`src/rtl/an_rx_pkg.sv`:
```
// Shared types and default parameters for the AN receiver tone gate.
package an_rx_pkg;

  localparam logic [11:0] C_ON_TH_DEF  = 12'h200;
  localparam logic [11:0] C_OFF_TH_DEF = 12'h100;
  localparam int          C_DEB_N_DEF  = 3;
  localparam int          C_DUR_W_DEF  = 16;
  localparam int          C_DEPTH_DEF  = 4;

  typedef enum logic [1:0] {
    ST_OFF      = 2'd0,
    ST_ON_PEND  = 2'd1,
    ST_ON       = 2'd2,
    ST_OFF_PEND = 2'd3
  } state_t;

  typedef struct packed {
    logic                   tone;
    logic [C_DUR_W_DEF-1:0] dur;
  } ev_t;

endpackage

```
`src/rtl/an_rx_ev_fifo.sv`:
```
// Small synchronous event FIFO; a push into a full FIFO is accepted only
// when a pop happens in the same cycle, otherwise it is dropped and flagged.
module an_rx_ev_fifo #(
  parameter int C_WIDTH = 17,
  parameter int C_DEPTH = 4
) (
  input  logic               i_clk,
  input  logic               i_srst,
  input  logic               i_push,
  input  logic [C_WIDTH-1:0] i_data,
  output logic               o_full,
  output logic               o_drop,
  input  logic               i_pop,
  output logic               o_valid,
  output logic [C_WIDTH-1:0] o_data
);

  localparam int C_AW = $clog2(C_DEPTH);
  localparam logic [C_AW:0] C_CNT_FULL = (C_AW+1)'(C_DEPTH);
  localparam logic [C_AW:0] C_CNT_ONE  = (C_AW+1)'(1);
  localparam logic [C_AW-1:0] C_PTR_ONE = C_AW'(1);

  logic [C_WIDTH-1:0] r_mem [C_DEPTH];
  logic [C_AW-1:0]    r_wr;
  logic [C_AW-1:0]    r_rd;
  logic [C_AW:0]      r_cnt;
  logic               w_pop;
  logic               w_wr;

  assign o_valid = (r_cnt != '0);
  assign o_full  = (r_cnt == C_CNT_FULL);
  assign w_pop   = i_pop && o_valid;
  assign w_wr    = i_push && (!o_full || w_pop);
  assign o_drop  = i_push && o_full && !w_pop;
  assign o_data  = o_valid ? r_mem[r_rd] : '0;

  always_ff @(posedge i_clk) begin
    if (i_srst) begin
      r_wr  <= '0;
      r_rd  <= '0;
      r_cnt <= '0;
    end else begin
      if (w_wr)
        r_wr <= r_wr + C_PTR_ONE;
      if (w_pop)
        r_rd <= r_rd + C_PTR_ONE;
      if (w_wr && !w_pop)
        r_cnt <= r_cnt + C_CNT_ONE;
      else if (w_pop && !w_wr)
        r_cnt <= r_cnt - C_CNT_ONE;
    end
  end

  // Storage needs no reset: the read side is gated by the occupancy count.
  always_ff @(posedge i_clk) begin
    if (!i_srst && w_wr)
      r_mem[r_wr] <= i_data;
  end

endmodule

```
`src/rtl/an_rx_tone_gate.sv`:
```
// Hysteresis + debounce tone gate reporting {tone, duration} segment events.
// Optional smoothing of the input level when AN_RX_TONE_GATE_IIR_EN is defined.
module an_rx_tone_gate
  import an_rx_pkg::*;
#(
  parameter logic [11:0] C_ON_TH  = C_ON_TH_DEF,
  parameter logic [11:0] C_OFF_TH = C_OFF_TH_DEF,
  parameter int          C_DEB_N  = C_DEB_N_DEF,
  parameter int          C_DUR_W  = C_DUR_W_DEF,
  parameter int          C_DEPTH  = C_DEPTH_DEF
) (
  input  logic               CK_i,
  input  logic               SRST_i,
  input  logic [11:0]        LVs_i,
  input  logic               DONE_i,
  output logic               TONE_o,
  output logic               EV_VALID_o,
  input  logic               EV_READY_i,
  output logic               EV_TONE_o,
  output logic [C_DUR_W-1:0] EV_DURs_o,
  output logic               OVF_o
);

  localparam logic [C_DUR_W-1:0] C_DUR_MAX = '1;
  localparam logic [C_DUR_W-1:0] C_DUR_ONE = C_DUR_W'(1);
  localparam logic [C_DUR_W-1:0] C_DEB_D   = C_DUR_W'(C_DEB_N);
  localparam logic [3:0]         C_DEB_P   = 4'(C_DEB_N);

  state_t             r_state;
  state_t             w_state_nxt;
  logic [3:0]         r_pend;
  logic [3:0]         w_pend_nxt;
  logic [3:0]         w_pend_inc;
  logic [C_DUR_W-1:0] r_dur;
  logic [C_DUR_W-1:0] w_dur_nxt;
  logic [C_DUR_W-1:0] w_dur_inc;
  logic [C_DUR_W-1:0] w_ev_dur;
  logic               r_ovf;
  logic [11:0]        w_lv;
  logic               w_hi;
  logic               w_lo;
  logic               w_tone;
  logic               w_opp;
  logic               w_push;
  logic               w_pop;
  logic               w_drop;
  logic               w_unused_full;
  logic [C_DUR_W:0]   w_head;

`ifdef AN_RX_TONE_GATE_IIR_EN
  logic signed [13:0] r_filt;
  logic signed [13:0] w_diff;
  logic signed [13:0] w_filt_nxt;

  assign w_diff     = $signed({2'b00, LVs_i}) - r_filt;
  assign w_filt_nxt = r_filt + (w_diff >>> 2);
  assign w_lv       = w_filt_nxt[11:0];

  always_ff @(posedge CK_i) begin
    if (SRST_i)
      r_filt <= '0;
    else if (DONE_i)
      r_filt <= w_filt_nxt;
  end
`else
  assign w_lv = LVs_i;
`endif

  assign w_hi       = (w_lv >= C_ON_TH);
  assign w_lo       = (w_lv < C_OFF_TH);
  assign w_tone     = (r_state == ST_ON) || (r_state == ST_OFF_PEND);
  assign w_opp      = w_tone ? w_lo : w_hi;
  assign w_pend_inc = r_pend + 4'd1;
  assign w_dur_inc  = (r_dur == C_DUR_MAX) ? r_dur : r_dur + C_DUR_ONE;
  // The confirming run of opposite samples belongs to the new segment.
  assign w_ev_dur   = (r_dur == C_DUR_MAX) ? C_DUR_MAX : r_dur + C_DUR_ONE - C_DEB_D;

  always_comb begin
    w_state_nxt = r_state;
    w_pend_nxt  = r_pend;
    w_dur_nxt   = r_dur;
    w_push      = 1'b0;
    if (DONE_i) begin
      w_dur_nxt = w_dur_inc;
      if (w_opp) begin
        if (w_pend_inc == C_DEB_P) begin
          w_push     = 1'b1;
          w_pend_nxt = '0;
          w_dur_nxt  = C_DEB_D;
          if (w_tone)
            w_state_nxt = ST_OFF;
          else
            w_state_nxt = ST_ON;
        end else begin
          w_pend_nxt = w_pend_inc;
          if (w_tone)
            w_state_nxt = ST_OFF_PEND;
          else
            w_state_nxt = ST_ON_PEND;
        end
      end else begin
        w_pend_nxt = '0;
        if (w_tone)
          w_state_nxt = ST_ON;
        else
          w_state_nxt = ST_OFF;
      end
    end
  end

  always_ff @(posedge CK_i) begin
    if (SRST_i) begin
      r_state <= ST_OFF;
      r_pend  <= '0;
      r_dur   <= '0;
      r_ovf   <= 1'b0;
    end else begin
      r_state <= w_state_nxt;
      r_pend  <= w_pend_nxt;
      r_dur   <= w_dur_nxt;
      if (w_drop)
        r_ovf <= 1'b1;
    end
  end

  assign w_pop = EV_VALID_o && EV_READY_i;

  an_rx_ev_fifo #(
    .C_WIDTH (C_DUR_W + 1),
    .C_DEPTH (C_DEPTH)
  ) u_ev_fifo (
    .i_clk   (CK_i),
    .i_srst  (SRST_i),
    .i_push  (w_push),
    .i_data  ({w_tone, w_ev_dur}),
    .o_full  (w_unused_full),
    .o_drop  (w_drop),
    .i_pop   (w_pop),
    .o_valid (EV_VALID_o),
    .o_data  (w_head)
  );

  assign TONE_o    = w_tone;
  assign OVF_o     = r_ovf;
  assign EV_TONE_o = w_head[C_DUR_W];
  assign EV_DURs_o = w_head[C_DUR_W-1:0];

endmodule

```
`config.mk`:
```
export PLATFORM = sky130hd
export DESIGN_NAME = an_rx_tone_gate
export DESIGN_NICKNAME = d
export VERILOG_FILES = /design/src/rtl/an_rx_pkg.sv /design/src/rtl/an_rx_ev_fifo.sv /design/src/rtl/an_rx_tone_gate.sv
export SDC_FILE = /design/constraint.sdc
export NUM_CORES = 1
export LEC_CHECK = 0
export CORE_MARGIN = 5
export CORE_UTILIZATION = 55
export CTS_CLUSTER_DIAMETER = 30
export DETAILED_ROUTE_END_ITERATION = 10
export GPL_ROUTABILITY_DRIVEN = 0
export PLACE_DENSITY_LB_ADDON = 0.3
export SYNTH_ARGS = -nofsm -noshare
export SYNTH_HDL_FRONTEND = slang
export SYNTH_SLANG_ARGS = --single-unit
```
`constraint.sdc`:
```
create_clock -name CK_i -period 4.1 [get_ports CK_i]
set_input_delay 0.82 -clock CK_i [delete_from_list [all_inputs] [get_ports CK_i]]
set_output_delay 0.82 -clock CK_i [all_outputs]
set_load 0.02 [all_outputs]
```
==> impl.org, run 1 <==
** Detailed routing
- In the routed layout, each cell is associated on average with a via count of 5.79.
- Number of design rule violations left after detail routing :: 0
- Via total after detailed routing :: 3,151
- DRC violation total after the first TritonRoute iteration :: 173
- Detailed Routing Iterations Pass 1 :: 4
- Antenna-violating nets left :: 0
- Total wirelength of the detailed-routed design :: 9.04 mm
- After detailed routing, the average wire length per cell comes to 16.6 um.

** STA
- Fmax achieved :: 0.290 GHz
- Setup violations remaining at the end of the flow were counted as 0.
- The number of max-slew violations in the final report came to 0.
- The tightest hold path in the finished design has a slack of 458 ps.
- At the pin with the least slew margin, the transition time is 797 ps.
- The final number of hold-violating endpoints came to 0.
- For the finished layout, the period the worst path requires is 3440 ps.
- Layout Skew :: 10.1 ps
- Tcrit/Tclk final :: 84.0%
- Relative slew margins :: 46.8%
- Summed over all failing endpoints, the final setup total negative slack is 0 ps.
- RSZ-0062 raised after global routing :: false

** Worst setup path
- The worst setup path is launched from an input pin.
- Critical Path AT :: 3740 ps
- Worst Path Class, Setup :: input pin to flip-flop
- The worst setup path is captured at a flip-flop.
- In this run the worst path has a maximum fanout of 4.
- In this run the register-to-register setup slack is 1110 ps.
- Data required time of the worst path :: 4400 ps

** Power
- The analysis attributes to net switching a power of 699 uW.
- The analysis attributes to cell leakage a power of 0.00190 uW.
- Pint :: 1650 uW
- In this run switching power makes up 29.7% of total power.
- In this run, flip-flops and latches consume 48.5% of the power.
- Across the VDD grid, the largest voltage drop is 0.226 mV.
- For this design the ratio of total power to cell area is 425 nW/um^2.
- Part of the power in the clock network :: 26.0%
- Combinational logic is responsible for 25.5% of the overall power.
- Power consumption :: 2350 uW

** Logic synthesis
- Mux share of post-synthesis cell area :: 8.94%
- Cell type with the largest total area after synthesis :: sky130_fd_sc_hd__edfxtp_1
- For this run, the register share of the synthesized area comes to 53.4%.
- Commonest register cell after synthesis :: sky130_fd_sc_hd__edfxtp_1
- Synthesized cell area :: 4980 um^2
- The share of synthesized area in the top cell type comes to 41.0%.
- After Yosys synthesis, and, or, nand and nor cells account for 16.3% of the synthesized area.
- In the synthesized netlist, the number of instances is 411.
- Yosys printed 0 warnings.
- The number of nets handed over by synthesis was 439.
- Summing the areas of all fa, ha and maj instances in the mapped netlist gives 3.16% of the synthesized area.
- Post-synthesis area per instance :: 12.1 um^2
- Async set or reset register ratio after synthesis :: 0%
- After synthesis, the largest family of logic cells by area is simple AND/OR/NAND/NOR gates.
- Synthesis instantiated 62 different standard cells from the library.
- Number of enable-type register cells in the synthesized netlist :: 68
- Fraction of the mapped netlist area in compound gates :: 9.21%
- By area the synthesized netlist is led by sky130_fd_sc_hd__edfxtp_1 (41%), sky130_fd_sc_hd__dfxtp_1 (12%), sky130_fd_sc_hd__mux4_2 (7.7%), sky130_fd_sc_hd__xnor2_1 (3.3%), sky130_fd_sc_hd__and2_1 (3.1%).
- The synthesized design contains 99 register bits.
- Area share of xor/xnor cells in the synthesized design :: 5.77%

** CTS
- Inserted Clock Buffers :: 9
- The number of setup buffers added after CTS is 0.
- In this run the deepest clock path goes through 2 buffers.
- Clock-pin slew on the worst setup and hold paths :: 100 ps
- The clock net in this run drives a total of 99 sinks.
- Clock latency at the later pin of the worst-skew pair :: 360 ps
- H-Tree Depth :: 3
- TritonCTS clock tree :: yes
- Cell at the root of the clock tree :: sky130_fd_sc_hd__clkbuf_8
- Post-CTS repair changed the size of 0 cells.
- # hold bufs at CTS :: 0

** Finish
- The area growth from synthesis to layout is 11.0%.
- Share of cells above drive strength 1 :: 14.0%
- Filler-free cell count of the finished design :: 544
- Fill cells in the final layout number 674.
- Number of nets in the layout :: 459
- Number of antenna repair diodes :: 0
- The finished cells cover 5530 um^2.

** Placed design
- The placed instances occupy a cell area of 5330 um^2.
- Port Buffers :: 27
- Once placement completed, the tool counted placed cells totaling 528.
- HPWL after detailed placement :: 6.35 mm

** Worst hold path
- The path class of the tightest hold or removal check is flip-flop to flip-flop.

** GRT
- Number of antenna violations at the first check in global routing :: 0
- Grt total ovfl :: 0
- The first global-routing pass estimated 15.4 mm of wire.
- Maximum number of pins on one net before global-route repair :: 31
- Across every metal layer, demand over resource in global routing totals 17.3%.
- Vias in the first global route :: 3,065

** Die
- The die covers 11,100 um^2.
- During I/O placement, the number of pins put on the boundary was 36.
- Chip Height :: 105 um
- The die is 105 um wide.
- After floorplanning, the core was divided into 34 placement rows.
- Initial standard-cell utilization of the core :: 56.9%
- Core Area :: 8760 um^2

** Status
- The run finished with clean final reports.

** Run
- The tool flagged a number of max-cap violations equal to 0.
[layout by cell type (no fill, tap or decap), types with 2 or more instances in the layout]
cell,n
sky130_fd_sc_hd__clkbuf_8,10
sky130_fd_sc_hd__and3_1,2
sky130_fd_sc_hd__clkdlybuf4s50_1,27
sky130_fd_sc_hd__buf_4,7
sky130_fd_sc_hd__nand2_2,2
sky130_fd_sc_hd__o21ai_0,11
sky130_fd_sc_hd__nor2_1,24
sky130_fd_sc_hd__xor2_1,12
sky130_fd_sc_hd__or3_1,4
sky130_fd_sc_hd__nand4_1,5
sky130_fd_sc_hd__a31oi_1,3
sky130_fd_sc_hd__nand4b_1,2
sky130_fd_sc_hd__mux4_2,17
sky130_fd_sc_hd__a221oi_1,2
sky130_fd_sc_hd__a21oi_1,22
sky130_fd_sc_hd__o31ai_1,3
sky130_fd_sc_hd__clkinv_4,3
sky130_fd_sc_hd__mux2_2,2
sky130_fd_sc_hd__dfxtp_1,31
sky130_fd_sc_hd__xnor2_1,19
sky130_fd_sc_hd__edfxtp_1,68
sky130_fd_sc_hd__inv_1,13
sky130_fd_sc_hd__nand2b_1,2
sky130_fd_sc_hd__mux2i_1,4
sky130_fd_sc_hd__nand2_1,31
sky130_fd_sc_hd__nand3_1,21
sky130_fd_sc_hd__ha_1,11
sky130_fd_sc_hd__and2_1,25
sky130_fd_sc_hd__nor3_1,6
sky130_fd_sc_hd__a211oi_1,8
sky130_fd_sc_hd__nor4_2,3
sky130_fd_sc_hd__a311oi_1,2
[cell usage after synthesis, types with 4 or more instances]
cell type                  count
sky130_fd_sc_hd__edfxtp_1     68
sky130_fd_sc_hd__dfxtp_1      31
sky130_fd_sc_hd__nand2_1      31
sky130_fd_sc_hd__and2_1       25
sky130_fd_sc_hd__nor2_1       24
sky130_fd_sc_hd__a21oi_1      22
sky130_fd_sc_hd__nand3_1      21
sky130_fd_sc_hd__clkbuf_1     19
sky130_fd_sc_hd__xnor2_1      19
sky130_fd_sc_hd__mux4_2       17
sky130_fd_sc_hd__inv_1        13
sky130_fd_sc_hd__xor2_1       12
sky130_fd_sc_hd__ha_1         11
sky130_fd_sc_hd__o21ai_0      11
sky130_fd_sc_hd__a211oi_1      8
sky130_fd_sc_hd__nor3_1        6
sky130_fd_sc_hd__buf_2         5
sky130_fd_sc_hd__nand4_1       5
sky130_fd_sc_hd__mux2i_1       4
sky130_fd_sc_hd__or3_1         4
[layer usage]
metal	share of wire, %	vias up	track usage (%)
met2	49	62	28.0
met5	0	-	0
met4	0.96	0	4.93
li1	-	1562	-
met1	47	1520	24.3
met3	3.8	7	2.65
[path summary, 6_finish.rpt]
path,depth (start not counted),to,from
max,12,u_ev_fifo.r_cnt[2]$_SDFFE_PP0P_,LVs_i[11]
min,2,OVF_o$_SDFFE_PP0P_,OVF_o$_SDFFE_PP0P_
max reg2reg,12,u_ev_fifo.r_cnt[2]$_SDFFE_PP0P_,r_pend[1]$_SDFFE_PP0P_
min reg2reg,2,OVF_o$_SDFFE_PP0P_,OVF_o$_SDFFE_PP0P_
[through the flow]
step                utilization (%)  setup slack (ps)
floorplan                         -               915
global placement               60.9               357
CTS                            63.1               645
detailed placement             60.9               257
global route                   63.1               335
finish                         63.1               655
[cells by family (layout without fill, tap and decap cells)]
kind of cell    count (synthesis)  after routing
compound gates                 65             65
mux                            23             23
buf+inv                        39             64
simple gates                  141            141
flops                          99             99
xor+xnor                       32             32
fa+ha+maj                      12             12
[layout make-up]
type	instances	area [um^2]	share of cell area (%)
Sequential cell	99	2660	48.1
Timing Repair Buffer	34	323	5.83
Clock buffer	10	138	2.49
Tap cell	108	135	2.44
Inverter	14	52.6	0.950
Clock inverter	6	61.3	1.11
Multi-Input combinational cell	273	2160	39.1
[power groups by stage]
| stage | combinational (uW) | clock [uW] | sequential, uW |
|---|---|---|---|
| 6_report | 598 | 611 | 1140 |
| 5_1_grt | 651 | 664 | 1140 |
| 4_1_cts | 609 | 617 | 1140 |
| 3_5_place_dp | 606 | 0 | 1160 |
| 3_3_place_gp | 592 | 0 | 1160 |
| 2_1_floorplan | 399 | 0 | 1150 |
[worst max-delay path: stages]
cell and delay (ps):
sky130_fd_sc_hd__clkdlybuf4s50_1 400, sky130_fd_sc_hd__nor3_1 360, sky130_fd_sc_hd__mux2_2 390, sky130_fd_sc_hd__nor2_1 170
sky130_fd_sc_hd__nand4b_1 250, sky130_fd_sc_hd__inv_1 130, sky130_fd_sc_hd__ha_1 180, sky130_fd_sc_hd__inv_1 60
sky130_fd_sc_hd__fa_1 370, sky130_fd_sc_hd__xor2_1 170, sky130_fd_sc_hd__or3_1 300, sky130_fd_sc_hd__a21oi_1 140
[state kept, by name, summed over array words and instances (netlist names), named ones only]
| name | cells |
|---|---|
| u_ev_fifo.r_rd | 2 |
| r_pend | 4 |
| r_state | 1 |
| r_dur | 16 |
| OVF_o | 1 |
| u_ev_fifo.r_mem | 68 |
| u_ev_fifo.r_cnt | 3 |
| u_ev_fifo.r_wr | 2 |
Power figures use the tool's default switching activity.
==> run 2: changes to the inputs <==
--- a/config.mk
+++ b/config.mk
@@ -6,7 +6,7 @@
 export NUM_CORES = 1
 export LEC_CHECK = 0
 export CORE_MARGIN = 5
-export CORE_UTILIZATION = 55
+export CORE_UTILIZATION = 53
 export CTS_CLUSTER_DIAMETER = 30
 export DETAILED_ROUTE_END_ITERATION = 10
 export GPL_ROUTABILITY_DRIVEN = 0
==> constraint.sdc (replaced) <==
create_clock -name CK_i -period 3.05 [get_ports CK_i]
set_input_delay 0.61 -clock CK_i [delete_from_list [all_inputs] [get_ports CK_i]]
set_output_delay 0.61 -clock CK_i [all_outputs]
set_load 0.02 [all_outputs]
==> run 2 against run 1 <==
Flip-flop and latch count unchanged. Critical endpoint unchanged. Global-route usage increased by 0.084 points. Design area increased by 2.9%. Critical path type unchanged.
==> impl.org, run 2 (synthesis gave the netlist of run 1 again) <==
** Die
- Core Area :: 9200 um^2 (+4.9%)
- Count of pins on the block boundary :: 36 (unchanged)
- The horizontal die dimension was 107 um (+1.7%).
- The row count is 35 (+2.9%).
- Chip Height :: 107 um (+1.7%)
- Initial standard-cell utilization of the core :: 54.2% (-2.7 points)
- DIE AREA :: 11,400 um^2 (+3.4%)

** Detailed routing
- Wire length per cell :: 16.5 um (-0.80%)
- DRC violation total after the first TritonRoute iteration :: 164 (-5.2%)
- Routed via count divided by cell count :: 5.66 (-2.3%)
- Antenna-violating nets left :: 0 (unchanged)
- Detailed Routing Iterations Pass 1 :: 4 (unchanged)
- The vias after detailed routing came to 3,182 (+0.98%).
- The post-route DRC violation count is 0 (unchanged).
- Total wirelength of the detailed-routed design :: 9.26 mm (+2.5%)

** Worst setup path
- Sort of element at the end of the critical path :: flip-flop
- Data required time of the worst path :: 3350 ps (-1050 ps)
- Worst Path Class, Setup :: input pin to flip-flop
- The endpoint arrival time on the critical path came to 3190 ps (-550 ps).
- The stage delay of the slowest cell on the critical path came to 410 ps (about the same).
- Sort of element at the start of the critical path :: input pin
- Cell family contributing the most delay on the critical path :: simple AND/OR/NAND/NOR gates
- On the critical path, the stage with the largest delay is an instance of sky130_fd_sc_hd__clkdlybuf4s50_1.
- Most common cell type on the critical path :: sky130_fd_sc_hd__inv_1
- The peak fanout along the critical path came to 2 (-2).
- Critical path, cell by cell :: clkdlybuf4s50_1 > nor3_2 > mux2_2 > nor2_2 > nand4b_1 > inv_1 > ha_1 > inv_1 > fa_1 > xor2_1 > or3_1 > a21oi_1
- Count of buffer and inverter cells on the critical path :: 3 (unchanged)

** Finish
- Leaving out fill and tap cells, the most frequent cell in the layout is sky130_fd_sc_hd__edfxtp_1.
- Fill cell count :: 706 (+4.7%)
- The flip-flop count of the largest register after layout was 68 (unchanged).
- Biggest register :: u_ev_fifo.r_mem
- The final net count came to 474 (+3.3%).
- The ratio of cells with drive above 1 in the final layout came to 17.1% (+3.1 points).
- Number of antenna repair diodes :: 0 (unchanged)
- The footprint of the multi-input gates is 2170 um^2 (+0.35%).
- Synth-to-layout area growth :: 14.3%
- The core occupancy in the finished layout is 61.9% (-1.2 points).
- In the layout the commonest cells are sky130_fd_sc_hd__edfxtp_1 (68), sky130_fd_sc_hd__dfxtp_1 (31), sky130_fd_sc_hd__nand2_1 (31).
- Registers with the most flip-flops :: u_ev_fifo.r_mem: 68 flops, r_dur: 16 flops, r_pend: 4 flops
- Footprint of the flip-flops and latches :: 2660 um^2 (unchanged)

** STA
- Fmax achieved :: 0.346 GHz
- The worst path uses 94.8% of the clock period.
- Hold Vio Cnt, Final :: 0 (unchanged)
- Clock period minus final worst setup slack :: 2890 ps
- Finish-stage setup viols :: 0 (unchanged)
- Worst Hold Margin :: 465 ps (+7.10 ps)
- Relative slew margins :: 62.2% (+15 points)
- Sum of negative setup slack :: 0 ps (unchanged)
- The number of max-slew violations in the final report is 0 (unchanged).
- The transition time of the tightest slew-check pin came to 565 ps (-231 ps).
- The worst clock skew was 16.9 ps (+6.84 ps).

** Power
- The switching share of total power is 29.9% (+0.11 points).
- Peak supply drop :: 0.225 mV (-0.11%)
- Pint :: 2210 uW (+34%)
- Total power density per cell area :: 552 nW/um^2 (+30%)
- The leakage power was 0.00198 uW (+4.3%).
- Switching power :: 939 uW (+34%)
- Part of the power in the clock network :: 25.2% (-0.8 points)
- The combinational share of power was 26.5% (+1.0 points).
- The sequential share of power came to 48.3% (-0.2 points).

** CTS
- Clock net sink count :: 99 (unchanged)
- The maximum root-to-sink buffer count came to 2 (unchanged).
- Clock-pin slew on the worst setup and hold paths :: 100 ps (about the same)
- The number of buffers created by CTS is 9 (unchanged).
- CTS placed an instance of sky130_fd_sc_hd__clkbuf_8 at the clock tree root.
- The hold-fix buffer count after cts is 0 (unchanged).
- Clock latency at the later pin of the worst-skew pair :: 370 ps (about the same)
- The count of H-tree levels built during CTS was 3 (unchanged).
- TritonCTS clock tree :: yes

** GRT
- The via count of the first global-routing pass was 3,102 (+1.2%).
- Global-route wire length before repair :: 15.6 mm (+0.71%)
- The global-route total usage across every layer was 17.4% (+0.084 points).
- The final global-route overflow total came to 0 (unchanged).
- Number of antenna violations at the first check in global routing :: 0 (unchanged)
- The pin count of the biggest net entering global routing was 30 (-3.2%).

** Worst hold path
- Classification of the worst-slack hold path :: flip-flop to flip-flop

** Placed design
- The count of input and output buffers came to 27 (unchanged).
- The post-detailed-placement half-perimeter wirelength came to 6.56 mm (+3.3%).

** Run
- Max-capacitance violation count :: 0 (unchanged)

** Status
- The run finished with clean final reports.
## run 2: cell types whose count changed in the layout (fill, tap and decap cells not counted), sizes merged
cell | before | now
buf | 7 | 22
clkinv | 4 | 2
inv | 15 | 17
## run 2: final timing paths
kind,start,to,slack [ps],cells past startpoint
max,LVs_i[9],u_ev_fifo.r_cnt[2]$_SDFFE_PP0P_,160,12
min,OVF_o$_SDFFE_PP0P_,OVF_o$_SDFFE_PP0P_,470,2
max reg2reg,r_pend[1]$_SDFFE_PP0P_,u_ev_fifo.r_cnt[2]$_SDFFE_PP0P_,430,12
min reg2reg,OVF_o$_SDFFE_PP0P_,OVF_o$_SDFFE_PP0P_,470,2
## run 2: layer usage
layer	part of all wire, %	GRT usage [%]
met2	49	28.7
met5	0	0
met1	46	23.6
met4	1.1	4.66
met3	3.5	3.43
## run 2: per-stage QoR
stage	setup WS [ps]	power (uW)	cells	area (um^2)
finish	158	3150	562	5690
global route	-0.221	3300	562	5690
detailed placement	-321	2400	545	5490
CTS	83.7	3190	561	5680
global placement	-189	2370	545	5490
floorplan	74.7	2080	411	4980
## run 2: power groups by stage
stage / combinational, uW / clock, uW / sequential, uW
floorplan: 536 / 0 / 1540
global placement: 820 / 0 / 1550
detailed placement: 846 / 0 / 1550
CTS: 848 / 820 / 1520
global route: 905 / 874 / 1520
finish: 834 / 793 / 1520
## run 2: final cells by class
class	count	area share [%]
clock buffers	10	2.24
multi-input cells	273	38.1
well taps	111	2.44
flip-flops and latches	99	46.8
inverters	14	0.923
clock inverters	6	1.03
repair buffers	49	8.53
## run 2: worst reg2reg max path, stage by stage, from the launching register on
cell and delay, ps:
sky130_fd_sc_hd__dfxtp_1 430, sky130_fd_sc_hd__ha_1 250, sky130_fd_sc_hd__and2_1 140, sky130_fd_sc_hd__a21oi_1 60
sky130_fd_sc_hd__o22ai_1 190, sky130_fd_sc_hd__nand4b_1 170, sky130_fd_sc_hd__inv_1 100, sky130_fd_sc_hd__ha_1 160
sky130_fd_sc_hd__inv_1 60, sky130_fd_sc_hd__fa_1 390, sky130_fd_sc_hd__xor2_1 180, sky130_fd_sc_hd__or3_1 310
sky130_fd_sc_hd__a21oi_1 140
## run 2: timing repair
action / CTS / global route
endpoints found under the setup margin: 0 / 1
resized for setup: 0 / 2
setup buffers: 0 / 1
